--- src/rtl/mc_control_fsm.sv ---
// Multicycle control FSM for the RV32I+F datapath: sequences fetch,
// decode and execute, and owns memory, FPU and UART handshakes.
module mc_control_fsm #(
  parameter logic [6:0] IO_IN_OP  = 7'b0001011,
  parameter logic [6:0] IO_OUT_OP = 7'b0101011
) (
  input  logic        clk,
  input  logic        rst,
  input  logic        run,
  input  logic [6:0]  op,
  input  logic [2:0]  funct3,
  input  logic [6:0]  funct7,
  input  logic        zero,
  input  logic        fpu_valid,
  input  logic        mem_ready,
  input  logic        rx_valid,
  input  logic        tx_ready,
  output logic        pcen,
  output logic        irwrite,
  output logic        regwrite,
  output logic        pcbufwrite,
  output logic        iord,
  output logic        iorf,
  output logic        fregwrite,
  output logic        fpusrca,
  output logic        mode,
  output logic        fpu_go,
  output logic [1:0]  alusrca,
  output logic [1:0]  alusrcb,
  output logic [1:0]  pcsrc,
  output logic [1:0]  fregsrc,
  output logic [2:0]  regsrc,
  output logic [4:0]  alucontrol,
  output logic [3:0]  fpucontrol,
  output logic        mem_req,
  output logic        mem_we,
  output logic        rx_ack,
  output logic        tx_valid,
  output logic        illegal,
  output logic [31:0] instret
);

  localparam logic [6:0] OP_LOAD  = 7'b0000011;
  localparam logic [6:0] OP_FLW   = 7'b0000111;
  localparam logic [6:0] OP_STORE = 7'b0100011;
  localparam logic [6:0] OP_FSW   = 7'b0100111;
  localparam logic [6:0] OP_REG   = 7'b0110011;
  localparam logic [6:0] OP_IMM   = 7'b0010011;
  localparam logic [6:0] OP_BR    = 7'b1100011;
  localparam logic [6:0] OP_JAL   = 7'b1101111;
  localparam logic [6:0] OP_JALR  = 7'b1100111;
  localparam logic [6:0] OP_LUI   = 7'b0110111;
  localparam logic [6:0] OP_AUIPC = 7'b0010111;
  localparam logic [6:0] OP_FP    = 7'b1010011;

  localparam logic [6:0] F7_FMVXW  = 7'b1110000;
  localparam logic [6:0] F7_FMVWX  = 7'b1111000;
  localparam logic [6:0] F7_FSGNJ  = 7'b0010000;
  localparam logic [6:0] F7_FCMP   = 7'b1010000;
  localparam logic [6:0] F7_FCVTWS = 7'b1100000;
  localparam logic [6:0] F7_FCVTSW = 7'b1101000;

  localparam logic [4:0] ALU_ADD = 5'b00000;

  typedef enum logic [4:0] {
    S_IDLE,
    S_FETCH,
    S_DECODE,
    S_MEMADR,
    S_MEMRD,
    S_MEMWB,
    S_MEMWR,
    S_EXEC_R,
    S_EXEC_I,
    S_ALUWB,
    S_BRANCH,
    S_JAL,
    S_JALR,
    S_LUI,
    S_FPDEC,
    S_FPU_GO,
    S_FPU_WAIT,
    S_FPU_WB,
    S_IN_WAIT,
    S_OUT_WAIT,
    S_ILLEGAL
  } state_t;

  state_t state_q;
  state_t state_d;
  state_t dec_next;
  state_t done_st;
  logic   retire;

  logic [4:0] alu_reg;
  logic [4:0] alu_imm;
  logic [4:0] alu_br;
  logic       is_load;
  logic       is_store;
  logic       fpu_int_wb;

  assign alu_reg  = {1'b0, funct7[5], funct3};
  assign alu_imm  = {1'b0, funct7[5] & (funct3 == 3'b101), funct3};
  assign alu_br   = {2'b10, funct3};
  assign is_load  = (op == OP_LOAD) || (op == OP_FLW);
  assign is_store = (op == OP_STORE) || (op == OP_FSW);
  assign fpu_int_wb = (funct7 == F7_FCMP) || (funct7 == F7_FCVTWS);

  // run is consulted only when an instruction finishes
  assign done_st = run ? S_FETCH : S_IDLE;

  always_ff @(posedge clk) begin
    if (rst) begin
      state_q <= S_IDLE;
      instret <= 32'd0;
    end else begin
      state_q <= state_d;
      if (retire) instret <= instret + 32'd1;
    end
  end

  always_comb begin
    dec_next = S_ILLEGAL;
    unique case (1'b1)
      is_load:            dec_next = S_MEMADR;
      is_store:           dec_next = S_MEMADR;
      op == OP_REG:       dec_next = S_EXEC_R;
      op == OP_IMM:       dec_next = S_EXEC_I;
      op == OP_BR:        dec_next = S_BRANCH;
      op == OP_JAL:       dec_next = S_JAL;
      op == OP_JALR:      dec_next = S_JALR;
      op == OP_LUI:       dec_next = S_LUI;
      op == OP_AUIPC:     dec_next = S_ALUWB;
      op == OP_FP:        dec_next = S_FPDEC;
      op == IO_IN_OP:     dec_next = S_IN_WAIT;
      op == IO_OUT_OP:    dec_next = S_OUT_WAIT;
      default:            dec_next = S_ILLEGAL;
    endcase
  end

  always_comb begin
    state_d    = state_q;
    retire     = 1'b0;
    pcen       = 1'b0;
    irwrite    = 1'b0;
    regwrite   = 1'b0;
    pcbufwrite = 1'b0;
    iord       = 1'b0;
    iorf       = 1'b0;
    fregwrite  = 1'b0;
    fpusrca    = 1'b0;
    mode       = 1'b0;
    fpu_go     = 1'b0;
    alusrca    = 2'd0;
    alusrcb    = 2'd0;
    pcsrc      = 2'd0;
    fregsrc    = 2'd0;
    regsrc     = 3'd0;
    alucontrol = ALU_ADD;
    fpucontrol = 4'd0;
    mem_req    = 1'b0;
    mem_we     = 1'b0;
    rx_ack     = 1'b0;
    tx_valid   = 1'b0;
    illegal    = 1'b0;
    case (state_q)
      S_IDLE: begin
        if (run) state_d = S_FETCH;
      end
      S_FETCH: begin
        mem_req = 1'b1;
        alusrcb = 2'd1;
        if (mem_ready) begin
          pcen       = 1'b1;
          irwrite    = 1'b1;
          pcbufwrite = 1'b1;
          state_d    = S_DECODE;
        end
      end
      S_DECODE: begin
        alusrca = 2'd1;
        alusrcb = 2'd2;
        state_d = dec_next;
      end
      S_MEMADR: begin
        alusrca = 2'd2;
        alusrcb = 2'd2;
        state_d = is_load ? S_MEMRD : S_MEMWR;
      end
      S_MEMRD: begin
        mem_req = 1'b1;
        iord    = 1'b1;
        if (mem_ready) state_d = S_MEMWB;
      end
      S_MEMWB: begin
        if (op == OP_LOAD) begin
          regwrite = 1'b1;
          regsrc   = 3'd1;
        end else begin
          fregwrite = 1'b1;
          fregsrc   = 2'd0;
        end
        retire  = 1'b1;
        state_d = done_st;
      end
      S_MEMWR: begin
        mem_req = 1'b1;
        mem_we  = 1'b1;
        iord    = 1'b1;
        iorf    = (op == OP_FSW);
        if (mem_ready) begin
          retire  = 1'b1;
          state_d = done_st;
        end
      end
      S_EXEC_R: begin
        alusrca    = 2'd2;
        alucontrol = alu_reg;
        state_d    = S_ALUWB;
      end
      S_EXEC_I: begin
        alusrca    = 2'd2;
        alusrcb    = 2'd2;
        alucontrol = alu_imm;
        state_d    = S_ALUWB;
      end
      S_ALUWB: begin
        regwrite = 1'b1;
        retire   = 1'b1;
        state_d  = done_st;
      end
      S_BRANCH: begin
        alusrca    = 2'd2;
        alucontrol = alu_br;
        pcen       = zero;
        pcsrc      = 2'd1;
        retire     = 1'b1;
        state_d    = done_st;
      end
      S_JAL: begin
        regwrite = 1'b1;
        regsrc   = 3'd3;
        pcen     = 1'b1;
        pcsrc    = 2'd1;
        retire   = 1'b1;
        state_d  = done_st;
      end
      S_JALR: begin
        alusrca  = 2'd2;
        alusrcb  = 2'd2;
        pcen     = 1'b1;
        pcsrc    = 2'd2;
        regwrite = 1'b1;
        regsrc   = 3'd3;
        retire   = 1'b1;
        state_d  = done_st;
      end
      S_LUI: begin
        regwrite = 1'b1;
        regsrc   = 3'd2;
        retire   = 1'b1;
        state_d  = done_st;
      end
      S_FPDEC: begin
        unique case (1'b1)
          funct7 == F7_FMVXW: begin
            regwrite = 1'b1;
            regsrc   = 3'd5;
            retire   = 1'b1;
            state_d  = done_st;
          end
          funct7 == F7_FMVWX: begin
            fregwrite = 1'b1;
            fregsrc   = 2'd2;
            retire    = 1'b1;
            state_d   = done_st;
          end
          funct7 == F7_FSGNJ: begin
            if (funct3 == 3'b001) begin
              fregwrite = 1'b1;
              fregsrc   = 2'd1;
              retire    = 1'b1;
              state_d   = done_st;
            end else begin
              state_d = S_ILLEGAL;
            end
          end
          default: state_d = S_FPU_GO;
        endcase
      end
      S_FPU_GO: begin
        fpu_go     = 1'b1;
        fpucontrol = funct7[6:3];
        mode       = funct3[0];
        fpusrca    = (funct7 == F7_FCVTSW);
        state_d    = S_FPU_WAIT;
      end
      S_FPU_WAIT: begin
        fpucontrol = funct7[6:3];
        mode       = funct3[0];
        fpusrca    = (funct7 == F7_FCVTSW);
        if (fpu_valid) state_d = S_FPU_WB;
      end
      S_FPU_WB: begin
        fpucontrol = funct7[6:3];
        mode       = funct3[0];
        fpusrca    = (funct7 == F7_FCVTSW);
        if (fpu_int_wb) begin
          regwrite = 1'b1;
          regsrc   = 3'd6;
        end else begin
          fregwrite = 1'b1;
          fregsrc   = 2'd3;
        end
        retire  = 1'b1;
        state_d = done_st;
      end
      S_IN_WAIT: begin
        if (rx_valid) begin
          regwrite = 1'b1;
          regsrc   = 3'd4;
          rx_ack   = 1'b1;
          retire   = 1'b1;
          state_d  = done_st;
        end
      end
      S_OUT_WAIT: begin
        tx_valid = 1'b1;
        if (tx_ready) begin
          retire  = 1'b1;
          state_d = done_st;
        end
      end
      S_ILLEGAL: begin
        illegal = 1'b1;
      end
      default: state_d = S_IDLE;
    endcase
  end

endmodule

--- config.mk ---
export PLATFORM = sky130hd
export DESIGN_NAME = mc_control_fsm
export DESIGN_NICKNAME = d
export VERILOG_FILES = /design/src/rtl/mc_control_fsm.sv
export SDC_FILE = /design/constraint.sdc
export NUM_CORES = 1
export LEC_CHECK = 0
export ABC_AREA = 1
export BUFFER_PORTS_ARGS = -buffer_cell sky130_fd_sc_hd__buf_2
export CAP_MARGIN = 30
export CORE_UTILIZATION = 41
export DETAILED_ROUTE_END_ITERATION = 8
export PLACE_DENSITY = 0.67
export SYNTH_ARGS = -nofsm -noshare
export SYNTH_HDL_FRONTEND = slang
export SYNTH_SLANG_ARGS = --single-unit
--- constraint.sdc ---
create_clock -name clk -period 1.9 [get_ports clk]
set_input_delay 0.19 -clock clk [delete_from_list [all_inputs] [get_ports clk]]
set_output_delay 0.19 -clock clk [all_outputs]
set_load 0.01 [all_outputs]
# Yosys cells after proc, flatten, opt, wreduce, memory -nomap -nowiden
# Cells that the tools add are included.
dict set report word_totals {
  memories 0
  regBits 37
  elab_cells 124
  ram_bits 0
  out_inout_bits 67
  rom_bits 0
  latchBits 0
  in_bits 25
}
dict set report op_classes {
  bitwise_logic 2
  n_mul 0
  div_mod_pow 0
  addsub 1
  n_lt_le_gt_ge 0
  n_reduce_logical 17
  shifts 0
  eq_ne 49
  muxes 53
}
# operator n
set op_table {}
lappend op_table {{5-bit case mux with 14 select lines} 1}
lappend op_table {{7-bit equality test (second input constant)} 9}
lappend op_table {{5-bit case mux with 11 select lines} 1}
lappend op_table {{5-bit by 4-bit equality test with 1-bit output (second input constant)} 8}
lappend op_table {{5-bit two-way mux} 8}
lappend op_table {{7-bit by 6-bit equality test with 1-bit output (second input constant)} 5}
lappend op_table {{32-bit by 1-bit adder with 32-bit output (second input constant)} 1}
lappend op_table {{5-bit equality test (second input constant)} 5}
lappend op_table {{1-bit two-way mux} 23}
lappend op_table {{7-bit by 5-bit equality test with 1-bit output (second input constant)} 3}
lappend op_table {{5-bit by 3-bit equality test with 1-bit output (second input constant)} 4}
lappend op_table {{2-bit case mux with 2 select lines} 5}
lappend op_table {{3-bit case mux with 6 select lines} 1}
lappend op_table {{5-bit case mux with 3 select lines} 1}
lappend op_table {{2-bit != test (second input constant)} 7}
lappend op_table {{2-bit OR reduction} 6}
lappend op_table {{5-bit by 2-bit equality test with 1-bit output (second input constant)} 2}
lappend op_table {{1-bit case mux with 5 select lines} 2}
lappend op_table {{5-bit case mux with 2 select lines} 1}
lappend op_table {{3-bit two-way mux} 3}
lappend op_table {{8-bit AND reduction} 1}
lappend op_table {{4-bit OR reduction} 2}
lappend op_table {{7-bit by 2-bit equality test with 1-bit output (second input constant)} 1}
lappend op_table {{7-bit by 3-bit equality test with 1-bit output (second input constant)} 1}
lappend op_table {{15 further kinds} 21}

# Longest topological paths before layout
# Gate-level depths: netlist of run 1.
dict set report logic_depth {
  word_depth 5
  mapped_depth 13
  mapped_depth_nobuf 12
}

# Worst setup path before layout of run 1
# No wires, ideal clock.
dict set report synth_path {
  path_type {register -> output}
  start {register state_q[3]}
  end {output fpusrca}
  path_stages_with_launch 9
  n_path_buf 0
  arrival_time_ns 1.494
  slack_ns 0.216
  required_ns 1.710
  path_cell_list {dfxtp_1 nand2_1 nor2_2 inv_1 nor2_1 nor2_1 nand2_1 nand2_1 nor4_1}
}
dict set report synth_via {
  elab_chain_len 3
  word_cells_on_any_way 5
  classes_between {eq/ne: 3; mux: 1; reduce/logical: 1}
}
# element line_no
set synth_rtl {}
lappend synth_rtl {{from (decl)} 89} ;# state_t state_q;
lappend synth_rtl {{from (signal assigned)} 117} ;# state_q <= state_d;
lappend synth_rtl {{5-bit equality test / 5-bit by 4-bit equality test with 1-bit output (equally long branches)} 166} ;# case (state_q)
lappend synth_rtl {{3-bit OR reduction (no line) (*)} -}
lappend synth_rtl {{1-bit two-way mux (*)} -}
lappend synth_rtl {{to (decl)} 25} ;# output logic fpusrca,
# Every way passes the cells marked *; elsewhere a longest branch is shown, timed or not.

# Worst setup path after layout of run 1
dict set report layout_path {
  start {register state_q[0]}
  end {output pcen}
}
dict set report layout_via {
  elab_chain_len 3
  word_cells_on_any_way 6
  classes_between {eq/ne: 4; mux: 1; reduce/logical: 1}
}
# element line_no
set layout_rtl {}
lappend layout_rtl {{5-bit by 4-bit equality test with 1-bit output} 166}
lappend layout_rtl {{2-bit OR reduction (no line)} -}
lappend layout_rtl {{1-bit case mux with 3 select lines (*)} 166}
lappend layout_rtl {{to (decl)} 18} ;# output logic pcen,
# Marked as above.

==> results.ini, run 1 <==
[outcome]
status=finished clean

[floorplanning]
core_um2=7250
die-area_um2=7840
die_h_um=88.5
rows=31
io_pins=92
dieWidth_um=88.5
start_util_pct=42.3

[setup_path]
cp_data_required_time_ps=1710
crit_path_cell_trace=buf_6 -> nand2_2 -> nor2_4 -> buf_4 -> nand2_1 -> nor2_1 -> nand3b_1 -> buf_2
startpoint_type=flip-flop
crit_arrival_ps=1650
worst_path_max_delay_cell=dfxtp_4
cp_max_fo=4
worstSetupPathType=flip-flop to output port
path_buf_inv=3
crit_path_max_incr_delay_ps=360
endpoint_kind=output port
critPathTopFamily=simple AND/OR/NAND/NOR gates

[grt]
grt_overflow=0
grt_pass1_vias=3300
grt_pass1_wl_mm=15.0
antenna_found_initial=0
grt.total_usage_pct=24.2
grt_max_degree=28

[route]
detailroute.wirelength.met2_mm=4.40
ant_nets=0
dr_wl_met3_um=521
drt_iter0_drc=237
highest_layer=met4
drt-wirelength-per-cell_um=12.5
routed_wirelength_mm=9.59
drc_errors=0
vias=3857
wl_met1_mm=4.57
viasPerCell=5.03
drt-pass1-iter-count=5

[timing]
clock_skew_ps=5.80
slew_headroom_pct=54.3
finalHoldViolCount=0
finalCritPeriodShare_pct=96.8
finalSetupViolCount=0
max_freq_ghz=0.544
rsz0062_at_grt=true
period_minus_slack_ps=1840
hold_slack_ps=149
worst_pin_slew_ps=678
slew_violations=0

[pwr]
power_density_nw_per_um2=678
ir_worst_vdd_mv=0.351
leakage_nw=2.03

[synth]
ys_seq_area_share_pct=24.1
ys_types=34
synth_warnings=0
netlist_area_um2=3070
ys_seq_elements=37
synth_cells=552
syn-num-nets=578
avgSynthCellArea_um2=5.56

[layout]
final_nets=693
drive_above_1_share_pct=27.8
syn_to_final_growth_pct=32.4
final_util_pct=56.0
fin_area_um2=4070
antenna_cells=0

[clocking]
cts_sinks=37
insertion_delay_ps=290
cts_buffer_depth=2
cts_buffers=5
cts-htree-levels=2
cts_tree=yes
hold_buffers=0
cts_root_buffer=clkbuf_8
clkSlewWorstSetupHoldPaths_ps=70

[flow_run]
maxCapViolations=0

[place]
port_buffers=91
gp_congestion=1.05
place_area_um2=3750
dp_hpwl_mm=7.50

[min_path]
min_path_type=input pin to flip-flop

==> cells in the final DEF (no fill, tap or decap), types with 2 or more instances in the layout <==
cell	netlist	routed
dfxtp_1	37	32
xor2_1	12	12
xnor2_1	9	9
buf_6	2	3
buf_2	6	91
dfxtp_4	0	4
inv_1	62	61
nor2_4	3	10
o211ai_1	2	2
nor2_1	91	79
nor2_2	2	7
o21ai_1	2	2
clkbuf_8	0	7
a31oi_1	2	2
nand3b_1	5	5
o21ai_0	9	9
nand2_1	180	169
a21oi_1	41	41
nand3_2	1	5
clkinv_2	1	2
nand4_1	8	8
nand2_2	2	13
buf_4	1	26
nand3_1	35	31
nor3_1	16	16
inv_2	10	11
==> registers in the layout, summed over array words and instances, names as in the netlist <==
name	cells
instret	32
state_q	5
==> stage by stage <==
| stage | total power [W] | setup WS [ps] | cells | setup TNS, ps |
|---|---|---|---|---|
| 6_report | 0.00276 | 60.9 | 767 | 0 |
| 5_1_grt | 0.00292 | -54.2 | 767 | -54.2 |
| 4_1_cts | 0.00262 | 25.3 | 763 | 0 |
| 3_5_place_dp | 0.00194 | 102 | 751 | 0 |
| 3_3_place_gp | 0.00194 | 101 | 751 | 0 |
| 2_1_floorplan | 0.00156 | 216 | 552 | 0 |
==> final cells by class <==
class / instances / area [um2]
fillers: 777 / 3190
multi-input cells: 429 / 2100
flip-flops and latches: 37 / 757
repair buffers: 121 / 704
inverters: 73 / 275
well taps: 99 / 124
clock buffers: 7 / 96.3
clock inverters: 1 / 5.00
==> final timing paths <==
| check | from | to | slack (ps) | depth (start not counted) |
|---|---|---|---|---|
| worst min-delay path | rst | state_q[2] | 150 | 2 |
| worst max register to register | state_q[0] | state_q[0] | 150 | 12 |
| worst min register to register | instret[31] | instret[31] | 500 | 2 |
| worst max-delay path | state_q[0] | pcen | 60 | 8 |
==> synth_stat cells <==
| library cell | number | area, um2 |
|---|---|---|
| a21oi_1 | 41 | 205 |
| a31oi_1 | 2 | 12.5 |
| and2_1 | 1 | 6.26 |
| buf_2 | 6 | 30.0 |
| buf_4 | 1 | 7.51 |
| buf_6 | 2 | 22.5 |
| clkbuf_1 | 4 | 15.0 |
| clkinv_2 | 1 | 5.00 |
| dfxtp_1 | 37 | 741 |
| ha_1 | 1 | 12.5 |
| inv_1 | 62 | 233 |
| inv_2 | 10 | 37.5 |
| nand2_1 | 180 | 676 |
| nand2_2 | 2 | 12.5 |
| nand2_4 | 1 | 11.3 |
| nand3_1 | 35 | 175 |
| nand3_2 | 1 | 10.0 |
| nand3b_1 | 5 | 37.5 |
| nand4_1 | 8 | 50.1 |
| nand4_2 | 1 | 12.5 |
| nor2_1 | 91 | 342 |
| nor2_2 | 2 | 12.5 |
| nor2_4 | 3 | 33.8 |
| nor3_1 | 16 | 80.1 |
| nor4_1 | 1 | 6.26 |
| o2111ai_1 | 1 | 8.76 |
| o211ai_1 | 2 | 15.0 |
| o21ai_0 | 9 | 45.0 |
| o21ai_1 | 2 | 10.0 |
| o221ai_1 | 1 | 8.76 |
| o22ai_1 | 1 | 6.26 |
| or2_2 | 1 | 6.26 |
| xnor2_1 | 9 | 78.8 |
| xor2_1 | 12 | 105 |
==> power breakdown <==
group          total, W  switching [W]  leakage, nW  internal (W)
Combinational   0.00126       0.000768         1.67      0.000496
Sequential     0.000877      0.0000495        0.302      0.000827
Clock          0.000615       0.000287       0.0542      0.000328
Total           0.00276        0.00111         2.03       0.00165
==> routing by layer <==
layer  track usage (%)  vias up
met5                 0        -
met4              5.43        0
met3              3.82       13
met2              39.2      134
met1              33.9     1747
li1                  -     1963
==> repair_timing <==
item / 4_1_cts / 5_1_grt
resized for setup: 9 / 41
endpoints found under the setup margin: 13 / 26
pin swaps: 3 / 10
buffers inserted: 4 / 4
==> logic make-up after synthesis <==
kind of cell | count (synthesis) | share of synthesized area (%)
DFF | 37 | 24.1
AOI/OAI and AO/OA | 59 | 10.1
and+or+nand+nor | 348 | 47.9
adders and majority gates | 1 | 0.407
buffers and inverters | 86 | 11.4
xor gates and xnor gates | 21 | 5.99
Note: power is estimated with default switching activity, not from simulation.
==> run 2: changes to the inputs <==
Settings changed: PLACE_DENSITY 0.67 to 0.68, SETUP_SLACK_MARGIN set to 0.15.
==> run 2 against run 1 <==
  * Final area up 12%
  * Core utilization increased by 6.6 points
  * Setup slack lost 7.0 ps
  * Die area stayed put
  * Register-to-register slack worse by 60 ps
==> results.ini, run 2 (synthesized netlist as in run 1, its figures left out) <==
[grt]
grt_pass1_vias=3546  ; was 3300
grt.total_usage_pct=27.3  ; was 24.2%
grt_max_degree=26  ; was 28
grt_busiest_layer=met2  ; unchanged
grt_pass1_wl_mm=16.7  ; was 15.0 mm
grt_overflow=0  ; unchanged
gr-usage-met3_pct=3.45  ; was 3.82%
grt_use_met2_pct=42.6  ; was 39.2%
met1_usage_pct=39.8  ; was 33.9%
antenna_found_initial=0  ; unchanged

[timing]
rsz0062_at_grt=true  ; unchanged
clock_skew_ps=8.06  ; was 5.80 ps
layout_setup_ws_ps=53.8  ; was 60.9 ps
worst_pin_slew_ps=442  ; was 678 ps
finalSetupViolCount=0  ; unchanged
period_minus_slack_ps=1850  ; was 1840 ps
finalCritPeriodShare_pct=97.2  ; was 96.8%
slew_violations=0  ; unchanged
slew_headroom_pct=70.3  ; was 54.3%
max_freq_ghz=0.542  ; was 0.544 GHz
finalHoldViolCount=0  ; unchanged
tns_ps=0  ; unchanged

[setup_path]
startpoint=state_q[0]  ; unchanged
endpoint_kind=output port  ; unchanged
crit_path_cell_trace=nand2_1 -> buf_4 -> nor2_4 -> nor2_4 -> nand2_2 -> nand2_2 -> nor4_1 -> buf_2  ; was buf_6 -> nand2_2 -> nor2_4 -> buf_4 -> nand2_1 -> nor2_1 -> nand3b_1 -> buf_2
startpoint_type=flip-flop  ; unchanged
crit_arrival_ps=1660  ; was 1650 ps
cp_max_fo=7  ; was 4
critPathTopFamily=simple AND/OR/NAND/NOR gates  ; unchanged
worstSetupPathType=flip-flop to output port  ; unchanged
cp_data_required_time_ps=1710  ; about the same
path_buf_inv=2  ; was 3
crit_path_max_incr_delay_ps=420  ; was 360 ps
worstReg2RegStart=state_q[0]  ; unchanged
worst_path_max_delay_cell=dfxtp_4  ; unchanged

[route]
viasPerCell=5.11  ; was 5.03
drt_iter0_drc=362  ; was 237
routed_wirelength_mm=10.9  ; was 9.59 mm
vias=4013  ; was 3857
drc_errors=0  ; unchanged
drt-pass1-iter-count=6  ; was 5
drt-wirelength-per-cell_um=13.9  ; was 12.5 um
ant_nets=0  ; unchanged

[pwr]
ir_worst_vdd_mv=0.383  ; was 0.351 mV
leakage_nw=2.17  ; was 2.03 nW
p_total_w=0.00312  ; was 0.00276 W
power_density_nw_per_um2=687  ; was 678 nW/um2

[clocking]
cts_sinks=37  ; unchanged
insertion_delay_ps=300  ; was 290 ps
cts-htree-levels=2  ; unchanged
cts_buffer_depth=2  ; unchanged
hold_buffers=0  ; unchanged
cts_root_buffer=clkbuf_8  ; unchanged
cts_tree=yes  ; unchanged
cts_buffers=5  ; unchanged
clkSlewWorstSetupHoldPaths_ps=80  ; was 70 ps

[place]
place_area_um2=3740  ; was 3750 um2
detailedPlace.worstSlack_ps=-151  ; was 102 ps
dp_hpwl_mm=7.62  ; was 7.50 mm
port_buffers=91  ; unchanged
gp_congestion=0.898  ; was 1.05

[floorplanning]
rows=31  ; unchanged
dieWidth_um=88.5  ; unchanged
die_h_um=88.5  ; unchanged
io_pins=92  ; unchanged
die-area_um2=7840  ; unchanged
core_um2=7250  ; unchanged
start_util_pct=42.3  ; unchanged

[layout]
top_register=instret  ; unchanged
drive_above_1_share_pct=36.4  ; was 27.8%
multi_input_area_um2=2280  ; was 2100 um2
seqCellArea_um2=761  ; was 757 um2
final_nets=712  ; was 693
top_regs=instret x32, state_q x5  ; unchanged
final_cell_mix=nand2_1, buf_2, nor2_1  ; unchanged
syn_to_final_growth_pct=48.1  ; was 32.4%
fin_area_um2=4550  ; was 4070 um2
final_common_cell=nand2_1  ; unchanged
nFillCells=723  ; was 777
antenna_cells=0  ; unchanged
largest_reg_flops=32  ; unchanged

[min_path]
min_from=rst  ; unchanged
min_path_type=input pin to flip-flop  ; unchanged

[flow_run]
maxCapViolations=0  ; unchanged

[outcome]
status=finished clean  ; unchanged

-- run 2: cell count changes in the layout (fill, tap and decap cells not counted), moves of 6 or more --
cell,before,now
inv_1,61,55
nor2_1,79,73
nand2_2,13,23
buf_4,26,34
a21oi_1,41,29
buf_2,91,84
a21oi_2,0,12
buf_6,3,16
nand2_1,169,157
-- run 2: layout make-up --
cell class / instances / share of cell area (%)
multi-input cells: 429 / 50.1
repair buffers: 140 / 21.9
flip-flops and latches: 37 / 16.7
inverters: 73 / 6.77
well taps: 99 / 2.72
clock buffers: 6 / 1.60
clock inverters: 2 / 0.220
-- run 2: stage by stage --
step / hold slack, ps / cells / utilization (%)
final: 265 / 786 / 62.7
after global routing: 282 / 786 / 62.7
after floorplan: 412 / 552 / -
after CTS: 277 / 775 / 58.2
after detailed placement: 504 / 749 / 51.5
after global placement: 488 / 749 / 51.5
-- run 2: worst paths after layout --
| path | to | slack [ps] | depth (start not counted) |
|---|---|---|---|
| worst min register to register | instret[31] | 510 | 2 |
| worst max register to register | instret[28] | 90 | 11 |
| worst min-delay path | instret[14] | 260 | 2 |
| worst max-delay path | fpusrca | 50 | 8 |
-- run 2: timing repair --
action                                  CTS  global route
endpoints found under the setup margin   60            60
gates cloned                              2             1
pin swaps                                19            24
resized for setup                        65            61
buffers inserted                         16            10
-- run 2: where the power goes --
group | switching (W) | total [W] | internal, W
Clock | 0.000298 | 0.000552 | 0.000255
Combinational | 0.000925 | 0.00166 | 0.000740
Sequential | 0.0000771 | 0.000906 | 0.000829
Total | 0.00130 | 0.00312 | 0.00182
-- run 2: routing by layer --
metal,vias to the layer above,part of all wire [%]
li1,2004,-
met1,1852,47
met2,142,47
met3,15,4.9
met4,0,1.1
met5,-,0
==> run 3: changes to the inputs <==
Settings changed: SETUP_SLACK_MARGIN 0.15 to unset.
==> run 3 against run 2 <==
  * Critical path depth rose by 1
  * Global-route usage fell by 1.9 points
  * Setup slack got worse by 5.6 ps
  * Sequential cell count is the same
  * Clock skew rose by 4.9 ps
  * Clock power barely moved
  * Non-clock buffer count shrank 11
  * Clock-buffer cell count is the same
  * Die area did not move
  * Critical endpoint unchanged
  * Core utilization fell by 5.0 points
==> results.ini, run 3 (synthesized netlist as in run 1, its figures left out) <==
[outcome]
status=finished clean  ; unchanged

[grt]
grt_overflow=0  ; unchanged
grt_pass1_wl_mm=15.7  ; was 16.7 mm
grt_pass1_vias=3308  ; was 3546
grt_max_degree=33  ; was 26
grt.total_usage_pct=25.4  ; was 27.3%
antenna_found_initial=0  ; unchanged

[setup_path]
cp_max_fo=4  ; was 7
worstSetupPathType=flip-flop to output port  ; unchanged
path_buf_inv=2  ; unchanged
startpoint_type=flip-flop  ; unchanged
critPathTopFamily=simple AND/OR/NAND/NOR gates  ; unchanged
crit_path_max_incr_delay_ps=370  ; was 420 ps
crit_arrival_ps=1660  ; about the same
cpMostUsedCell=nor2_2
endpoint_kind=output port  ; unchanged
worst_path_max_delay_cell=dfxtp_4  ; unchanged
cp_data_required_time_ps=1710  ; about the same
crit_path_cell_trace=nor2_2 -> buf_4 -> nand2_1 -> nor2_2 -> nor2_2 -> nand2_2 -> nand2_1 -> nor4_1 -> buf_2  ; was nand2_1 -> buf_4 -> nor2_4 -> nor2_4 -> nand2_2 -> nand2_2 -> nor4_1 -> buf_2

[layout]
nFillCells=788  ; was 723
final_cell_mix=nand2_1, buf_2, nor2_1  ; unchanged
final_nets=701  ; was 712
top_regs=instret x32, state_q x5  ; unchanged
largest_reg_flops=32  ; unchanged
syn_to_final_growth_pct=36.4  ; was 48.1%
fin_cells=775  ; was 786
fin_area_um2=4190  ; was 4550 um2
drive_above_1_share_pct=28.4  ; was 36.4%
final_common_cell=nand2_1  ; unchanged
antenna_cells=0  ; unchanged
top_register=instret  ; unchanged

[clocking]
cts-htree-levels=2  ; unchanged
cts_tree=yes  ; unchanged
cts_root_buffer=clkbuf_8  ; unchanged
cts_sinks=37  ; unchanged
clkSlewWorstSetupHoldPaths_ps=90  ; was 80 ps
insertion_delay_ps=300  ; about the same
cts_buffers=5  ; unchanged
hold_buffers=0  ; unchanged
cts_buffer_depth=2  ; unchanged

[floorplanning]
rows=31  ; unchanged
start_util_pct=42.3  ; unchanged
die_h_um=88.5  ; unchanged
io_pins=92  ; unchanged
dieWidth_um=88.5  ; unchanged
core_um2=7250  ; unchanged
die-area_um2=7840  ; unchanged

[timing]
finalSetupViolCount=0  ; unchanged
clock_skew_ps=13.0  ; was 8.06 ps
tns_ps=0  ; unchanged
worst_pin_slew_ps=588  ; was 442 ps
hold_slack_ps=263  ; was 265 ps
period_minus_slack_ps=1850  ; about the same
slew_violations=0  ; unchanged
finalCritPeriodShare_pct=97.5  ; was 97.2%
rsz0062_at_grt=true  ; unchanged
max_freq_ghz=0.540  ; was 0.542 GHz
slew_headroom_pct=60.4  ; was 70.3%
finalHoldViolCount=0  ; unchanged

[route]
drt_iter0_drc=304  ; was 362
routed_wirelength_mm=10.1  ; was 10.9 mm
drc_errors=0  ; unchanged
viasPerCell=5.02  ; was 5.11
vias=3887  ; was 4013
drt-pass1-iter-count=6  ; unchanged
ant_nets=0  ; unchanged
drt-wirelength-per-cell_um=13.1  ; was 13.9 um

[place]
port_buffers=91  ; unchanged
place_inst=749  ; unchanged
gp_congestion=0.898  ; unchanged
place_area_um2=3740  ; unchanged
dp_hpwl_mm=7.62  ; unchanged

[flow_run]
maxCapViolations=0  ; unchanged

[pwr]
leakage_nw=2.09  ; was 2.17 nW
power_density_nw_per_um2=670  ; was 687 nW/um2
ir_worst_vdd_mv=0.371  ; was 0.383 mV
p_total_w=0.00281  ; was 0.00312 W

[min_path]
min_path_type=input pin to flip-flop  ; unchanged

==> run 3: stage by stage <==
step	setup slack (ps)	util, %
final	48.3	57.7
after global routing	-15.0	57.7
after CTS	-26.8	53.9
after detailed placement	-151	51.5
after global placement	-122	51.5
after floorplan	216	-
==> run 3: worst register-to-register path: cells and delay by family (launching register included) <==
family	cells	cell delay, ps
flip-flops	1	390
AND/OR/NAND/NOR	7	640
AO/OA/AOI/OAI	1	170
buffers and inverters	5	550
==> run 3: layout make-up <==
class,count,area [um2],area share [%]
Inverter,73,292,6.96
Timing Repair Buffer,129,813,19.4
Clock buffer,6,72.6,1.73
Tap cell,99,124,2.96
Sequential cell,37,757,18.1
Multi-Input combinational cell,429,2120,50.6
Clock inverter,2,10.0,0.239
==> run 3: path summary, 6_finish.rpt <==
path / from / endpoint / slack [ps] / cells past startpoint
worst max register to register: state_q[2] / instret[17] / 70 / 13
worst min-delay path: rst / instret[23] / 260 / 2
worst min register to register: instret[31] / instret[31] / 520 / 2
worst max-delay path: state_q[2] / fpusrca / 50 / 9
==> run 3: layer usage <==
metal,up-vias,part of all wire (%),global-route usage [%]
li1,1986,-,-
met1,1751,49,38.1
met2,138,43,38.7
met3,12,6.4,3.45
met4,0,1.2,4.84
met5,-,0,0
==> run 3: timing repair <==
item / in CTS / in global routing
resized for setup: 20 / 38
cloned: 0 / 3
pin swaps: 8 / 12
setup endpoints to repair: 42 / 49
buffers inserted: 6 / 10
==> run 3: power breakdown <==
group          switching [W]  internal (W)
registers          0.0000753      0.000828
clock network       0.000295      0.000255
logic               0.000788      0.000565
total                0.00116       0.00165
